## config.mk

```make
export PLATFORM = sky130hd
export DESIGN_NAME = pipeline_ctrl
export DESIGN_NICKNAME = d
export VERILOG_FILES = /design/src/rtl/pipeline_ctrl_pkg.sv /design/src/rtl/ctrl_perf_cnt.sv /design/src/rtl/pipeline_ctrl.sv
export SDC_FILE = /design/constraint.sdc
export NUM_CORES = 1
export LEC_CHECK = 0
export CAP_MARGIN = 40
export CORE_ASPECT_RATIO = 0.5
export CORE_UTILIZATION = 51
export CTS_BUF_LIST = sky130_fd_sc_hd__clkbuf_2 sky130_fd_sc_hd__clkbuf_4 sky130_fd_sc_hd__clkbuf_8
export CTS_CLUSTER_SIZE = 10
export DETAILED_ROUTE_END_ITERATION = 10
export PLACE_DENSITY = 0.8
export SLEW_MARGIN = 20
export SYNTH_ARGS = -nofsm -noshare
export SYNTH_HDL_FRONTEND = slang
export SYNTH_SLANG_ARGS = --single-unit
```

## constraint.sdc

```tcl
create_clock -name clk -period 2.1 [get_ports clk]
set_clock_uncertainty 0.05 [all_clocks]
set_input_delay 0.63 -clock clk [delete_from_list [all_inputs] [get_ports clk]]
set_output_delay 0.63 -clock clk [all_outputs]
set_load 0.05 [all_outputs]
```

## src/rtl/pipeline_ctrl_pkg.sv

```systemverilog
// ============================================================================
// pipeline_ctrl_pkg : shared types for the pipeline sequencing controller
// Rev 1.0
// ============================================================================
`default_nettype none

package pipeline_ctrl_pkg;

  typedef enum logic [1:0] {
    RUN     = 2'd0,
    DRAIN   = 2'd1,
    HALTED  = 2'd2
  } state_e;

  // drain_cnt value when the halting instruction sits in WB
  localparam logic [1:0] DRAIN_LAST = 2'd2;

  // Stage-register control: bit 1 = load enable, bit 0 = load a bubble
  typedef enum logic [1:0] {
    SEL_HOLD   = 2'b00,
    SEL_LOAD   = 2'b10,
    SEL_BUBBLE = 2'b11
  } stage_sel_e;

endpackage

`default_nettype wire

```

## src/rtl/ctrl_perf_cnt.sv

```systemverilog
// ============================================================================
// ctrl_perf_cnt : wrapping performance counter with enable and freeze
// Rev 1.0
// ============================================================================
`default_nettype none

module ctrl_perf_cnt #(
  parameter int CNT_W = 32
) (
  input  logic             clk,
  input  logic             reset_n,
  input  logic             en,
  input  logic             freeze,
  output logic [CNT_W-1:0] count
);

  logic [CNT_W-1:0] count_q;

  always_ff @(posedge clk or negedge reset_n) begin
    if (!reset_n) begin
      count_q <= '0;
    end else if (en && !freeze) begin
      count_q <= count_q + CNT_W'(1);
    end
  end

  assign count = count_q;

endmodule

`default_nettype wire

```

## src/rtl/pipeline_ctrl.sv

```systemverilog
// ============================================================================
// pipeline_ctrl : stage enables/bubbles, halt drain FSM and perf counters
// Rev 1.0
// ============================================================================
`default_nettype none

module pipeline_ctrl
  import pipeline_ctrl_pkg::*;
#(
  parameter int CNT_W = 32
) (
  input  logic             clk,
  input  logic             reset_n,
  input  logic             hz_stall,
  input  logic             hz_flush,
  input  logic             imem_ready,
  input  logic             dmem_req,
  input  logic             dmem_ready,
  input  logic             halt_req,
  output logic             pc_we,
  output logic             if_id_we,
  output logic             id_ex_we,
  output logic             ex_mem_we,
  output logic             mem_wb_we,
  output logic             if_id_flush,
  output logic             id_ex_flush,
  output logic             ex_mem_flush,
  output logic             mem_wb_flush,
  output logic             halted,
  output logic [CNT_W-1:0] cycle_cnt,
  output logic [CNT_W-1:0] stall_cnt,
  output logic [CNT_W-1:0] flush_cnt
);

  state_e     state_q, state_d;
  logic [1:0] drain_cnt_q, drain_cnt_d;

  logic       freeze;
  logic       stall_ev;
  logic       flush_ev;
  logic       pc_load;
  stage_sel_e if_id_sel, id_ex_sel, ex_mem_sel, mem_wb_sel;

  assign freeze = dmem_req && !dmem_ready;

  always_comb begin
    pc_load    = 1'b1;
    if_id_sel  = SEL_LOAD;
    id_ex_sel  = SEL_LOAD;
    ex_mem_sel = SEL_LOAD;
    mem_wb_sel = SEL_LOAD;
    stall_ev   = 1'b0;
    flush_ev   = 1'b0;

    if (state_q == HALTED) begin
      pc_load    = 1'b0;
      if_id_sel  = SEL_HOLD;
      id_ex_sel  = SEL_HOLD;
      ex_mem_sel = SEL_HOLD;
      mem_wb_sel = SEL_HOLD;
    end else if (freeze) begin
      // WB still loads, but a bubble, so the stalled MEM op never commits twice
      pc_load    = 1'b0;
      if_id_sel  = SEL_HOLD;
      id_ex_sel  = SEL_HOLD;
      ex_mem_sel = SEL_HOLD;
      mem_wb_sel = SEL_BUBBLE;
      stall_ev   = 1'b1;
    end else if (hz_flush) begin
      if_id_sel  = SEL_BUBBLE;
      id_ex_sel  = SEL_BUBBLE;
      ex_mem_sel = SEL_BUBBLE;
      flush_ev   = 1'b1;
    end else if (hz_stall) begin
      pc_load    = 1'b0;
      if_id_sel  = SEL_HOLD;
      id_ex_sel  = SEL_BUBBLE;
      stall_ev   = 1'b1;
    end else if (state_q == DRAIN || !imem_ready) begin
      pc_load    = 1'b0;
      if_id_sel  = SEL_BUBBLE;
      stall_ev   = 1'b1;
    end
  end

  always_comb begin
    state_d     = state_q;
    drain_cnt_d = drain_cnt_q;
    unique case (state_q)
      RUN: begin
        if (halt_req && !freeze && !hz_flush && !hz_stall) begin
          state_d     = DRAIN;
          drain_cnt_d = 2'd0;
        end
      end
      DRAIN: begin
        if (!freeze) begin
          if (hz_flush && drain_cnt_q == 2'd0) begin
            state_d = RUN;
          end else if (drain_cnt_q == DRAIN_LAST) begin
            state_d = HALTED;
          end else begin
            drain_cnt_d = drain_cnt_q + 2'd1;
          end
        end
      end
      HALTED:  state_d = HALTED;
      default: state_d = RUN;
    endcase
  end

  always_ff @(posedge clk or negedge reset_n) begin
    if (!reset_n) begin
      state_q     <= RUN;
      drain_cnt_q <= 2'd0;
    end else begin
      state_q     <= state_d;
      drain_cnt_q <= drain_cnt_d;
    end
  end

  assign pc_we        = pc_load;
  assign if_id_we     = if_id_sel[1];
  assign id_ex_we     = id_ex_sel[1];
  assign ex_mem_we    = ex_mem_sel[1];
  assign mem_wb_we    = mem_wb_sel[1];
  assign if_id_flush  = if_id_sel[0];
  assign id_ex_flush  = id_ex_sel[0];
  assign ex_mem_flush = ex_mem_sel[0];
  assign mem_wb_flush = mem_wb_sel[0];
  assign halted       = (state_q == HALTED);

  ctrl_perf_cnt #(.CNT_W(CNT_W)) u_cycle_cnt (
    .clk     (clk),
    .reset_n (reset_n),
    .en      (1'b1),
    .freeze  (halted),
    .count   (cycle_cnt)
  );

  ctrl_perf_cnt #(.CNT_W(CNT_W)) u_stall_cnt (
    .clk     (clk),
    .reset_n (reset_n),
    .en      (stall_ev),
    .freeze  (halted),
    .count   (stall_cnt)
  );

  ctrl_perf_cnt #(.CNT_W(CNT_W)) u_flush_cnt (
    .clk     (clk),
    .reset_n (reset_n),
    .en      (flush_ev),
    .freeze  (halted),
    .count   (flush_cnt)
  );

endmodule

`default_nettype wire
```

==> impl_metrics.json <==
{
  "die-area_sq_um": 9580,
  "ios": 114,
  "whs_ns": 0.0964,
  "yosysMostFrequentCell": "dfrtp_1",
  "drv_cap": 0,
  "synth_edf_count": 0,
  "row_count": 24,
  "synthesis.nets": 446,
  "overflow": 0,
  "clk-insertion-delay-late_ns": 0.35,
  "worstPathArrival_ns": 1.46,
  "htree_levels": 3,
  "fp.coreArea_sq_um": 8800,
  "vdd_drop_max_mv": 0.334,
  "synth_common_cells": "dfrtp_1 (100), xnor2_1 (60), nand2_1 (46)",
  "die_w_um": 137,
  "antenna_found_initial": 0,
  "synth_top_flop_cell": "dfrtp_1",
  "final_util_pct": 72.4,
  "grt_pass1_vias": 3664,
  "dp.cells": 682,
  "drtIter0Drc": 145,
  "tightest_slew_ns": 0.429,
  "critPathKind": "flop to primary output",
  "gp_congestion": 0.803,
  "setup-violations-final": 4,
  "rsz0062_at_grt": "true",
  "routed_wl_mm": 10.3,
  "drc": 0,
  "run_status": "finished, violations left",
  "violations": "setup timing",
  "min_period_ns": 2.14,
  "num-nets-final": 597,
  "hold_path.class": "primary input to async pin",
  "grt_usage_pct": 23.3,
  "detail_route.wl_per_cell_um": 14.6,
  "syn-instance-count": 433,
  "synth_seq_area_share_pct": 53.5,
  "maxSlewViolCount": 0,
  "grt_pass1_wl_mm": 17.6,
  "portBuffers": 113,
  "final.fill_count": 660,
  "place_ws_ns": -0.506,
  "cts_tree": "built",
  "diodes": 0,
  "clockRootBuffer": "clkbuf_8",
  "start_util_pct": 53.1,
  "ctsHoldBuffers": 0,
  "synth_cell_type_count": 41,
  "slew_headroom_pct": 71.2,
  "clockBufferDepth": 2,
  "die_y_um": 69.7,
  "async_flop_share_pct": 100,
  "power_density_nw_per_um2": 542,
  "yosys_register_bits": 100,
  "synth.largest_area_cell": "dfrtp_1",
  "synth.cell_area_sq_um": 4670,
  "syn_area_per_cell_sq_um": 10.8,
  "cp-start-kind": "flop",
  "clkTransAtPathRegs_ns": 0.09,
  "hpwl_mm": 7.54,
  "synth_top_area_share_pct": 53.5,
  "finalHoldViolCount": 0,
  "firstDrtPassIters": 4,
  "synth_area_leaders": "dfrtp_1 (54%), xnor2_1 (11%), xor2_1 (6.2%)",
  "post-route-period-util_pct": 102,
  "p_leak_nw": 3.11,
  "cts_made_buffers": 9,
  "drive_above_1_share_pct": 32.6,
  "post_drt_via_cell_ratio": 5.15,
  "cp.required_ns": 1.42,
  "cp_max_fo": 6,
  "syn_to_final_growth_pct": 36.2,
  "finalNonFillerCells": 706,
  "setup_slack_ns": -0.0359,
  "fmax_ghz": 0.468,
  "yosysWarnings": 0,
  "grt_max_degree": 36,
  "fin_total_pwr_mw": 3.45,
  "ant_nets": 0,
  "cts.sinks": 100,
  "cp-end-kind": "primary output",
  "vias": 3637
}
[flip-flops by register name (all words and copies together) (netlist names)]
name               flops
u_cycle_cnt.count     32
u_flush_cnt.count     32
u_stall_cnt.count     32
drain_cnt_q            2
state_q                2
[timing repair]
| action | CTS | global route |
|---|---|---|
| gates cloned | 1 | 0 |
| buffers inserted | 6 | 1 |
| gates resized for setup | 28 | 1 |
| setup endpoints to repair | 47 | 8 |
| pin swaps | 2 | 1 |
| endpoints found under the hold margin | 0 | 0 |
[power breakdown]
group	total [mW]	switching, mW	internal (mW)
combinational	0.141	0.0952	0.0459
sequential	1.94	0.0123	1.93
clock	1.37	0.648	0.722
total	3.45	0.756	2.70
[through the flow]
step | cell area (sq um) | TNS [ns]
2_1_floorplan | 4710 | -0.479
4_1_cts | 6360 | -0.116
6_report | 6370 | -0.0904
3_3_place_gp | 6010 | -24.26
5_1_grt | 6370 | -0.357
3_5_place_dp | 6010 | -25.62
[worst max-delay path, stage by stage, from the launching register on]
cell	delay, ns
dfrtp_2	0.47
nand2b_4	0.18
a21oi_2	0.12
nor2_1	0.06
nor2_2	0.13
buf_12	0.15
[layout make-up]
cell class | count | area, sq um | area share [%]
repair buffers | 145 | 1250 | 19.6
multi-input cells | 320 | 2200 | 34.6
clock buffers | 11 | 145 | 2.28
well taps | 117 | 146 | 2.30
flip-flops and latches | 100 | 2510 | 39.4
inverters | 8 | 36.3 | 0.570
clock inverters | 5 | 83.8 | 1.32
[layer usage]
metal / GRT usage (%) / share of wire, % / vias to the layer above
met5: 0 / 0 / -
met4: 6.96 / 1.0 / 0
met3: 4.24 / 3.0 / 10
met2: 38.9 / 51 / 75
met1: 30.8 / 45 / 1769
li1: - / - / 1783
[placed cells by master, fill, tap and decap left out, drive strengths merged, types with 3 or more instances in the layout]
cell / synthesis / final
buf: 4 / 140
dfrtp: 100 / 100
xnor2: 60 / 60
nand2: 47 / 47
nor2: 38 / 38
nand3: 37 / 37
xor2: 33 / 33
nand4: 26 / 26
and3: 16 / 16
clkbuf: 2 / 11
nor3: 10 / 10
inv: 8 / 8
and4: 7 / 7
and2: 5 / 5
ha: 5 / 5
o21ai: 5 / 5
nand2b: 4 / 5
a21oi: 5 / 5
or3: 4 / 4
clkinvlp: 0 / 3
mux2: 3 / 3
nor4: 3 / 3
[kinds of logic (layout without fill, tap and decap cells)]
family / count (synthesis) / after routing / share of synthesized area, %
multiplexers: 4 / 4 / 0.937
buffers and inverters: 14 / 169 / 1.45
XOR/XNOR: 93 / 93 / 17.4
adder cells (fa/ha/maj): 5 / 5 / 1.34
flip-flops: 100 / 100 / 53.5
AND/OR/NAND/NOR: 204 / 205 / 23.6
AO/OA/AOI/OAI: 13 / 13 / 1.71
[path summary, 6_finish.rpt]
path	endpoint	depth (start not counted)	slack, ns	from
max	if_id_flush	5	-0.04	state_q[1]
min	u_cycle_cnt.count[7]	1	0.1	reset_n
max reg2reg	u_flush_cnt.count[26]	6	0.15	u_flush_cnt.count[0]
min reg2reg	u_flush_cnt.count[31]	1	0.43	u_flush_cnt.count[31]
max in group asynchronous	u_flush_cnt.count[26]	2	1.35	reset_n
min in group clk	u_flush_cnt.count[31]	1	0.43	u_flush_cnt.count[31]
Power figures use the tool's default switching activity.
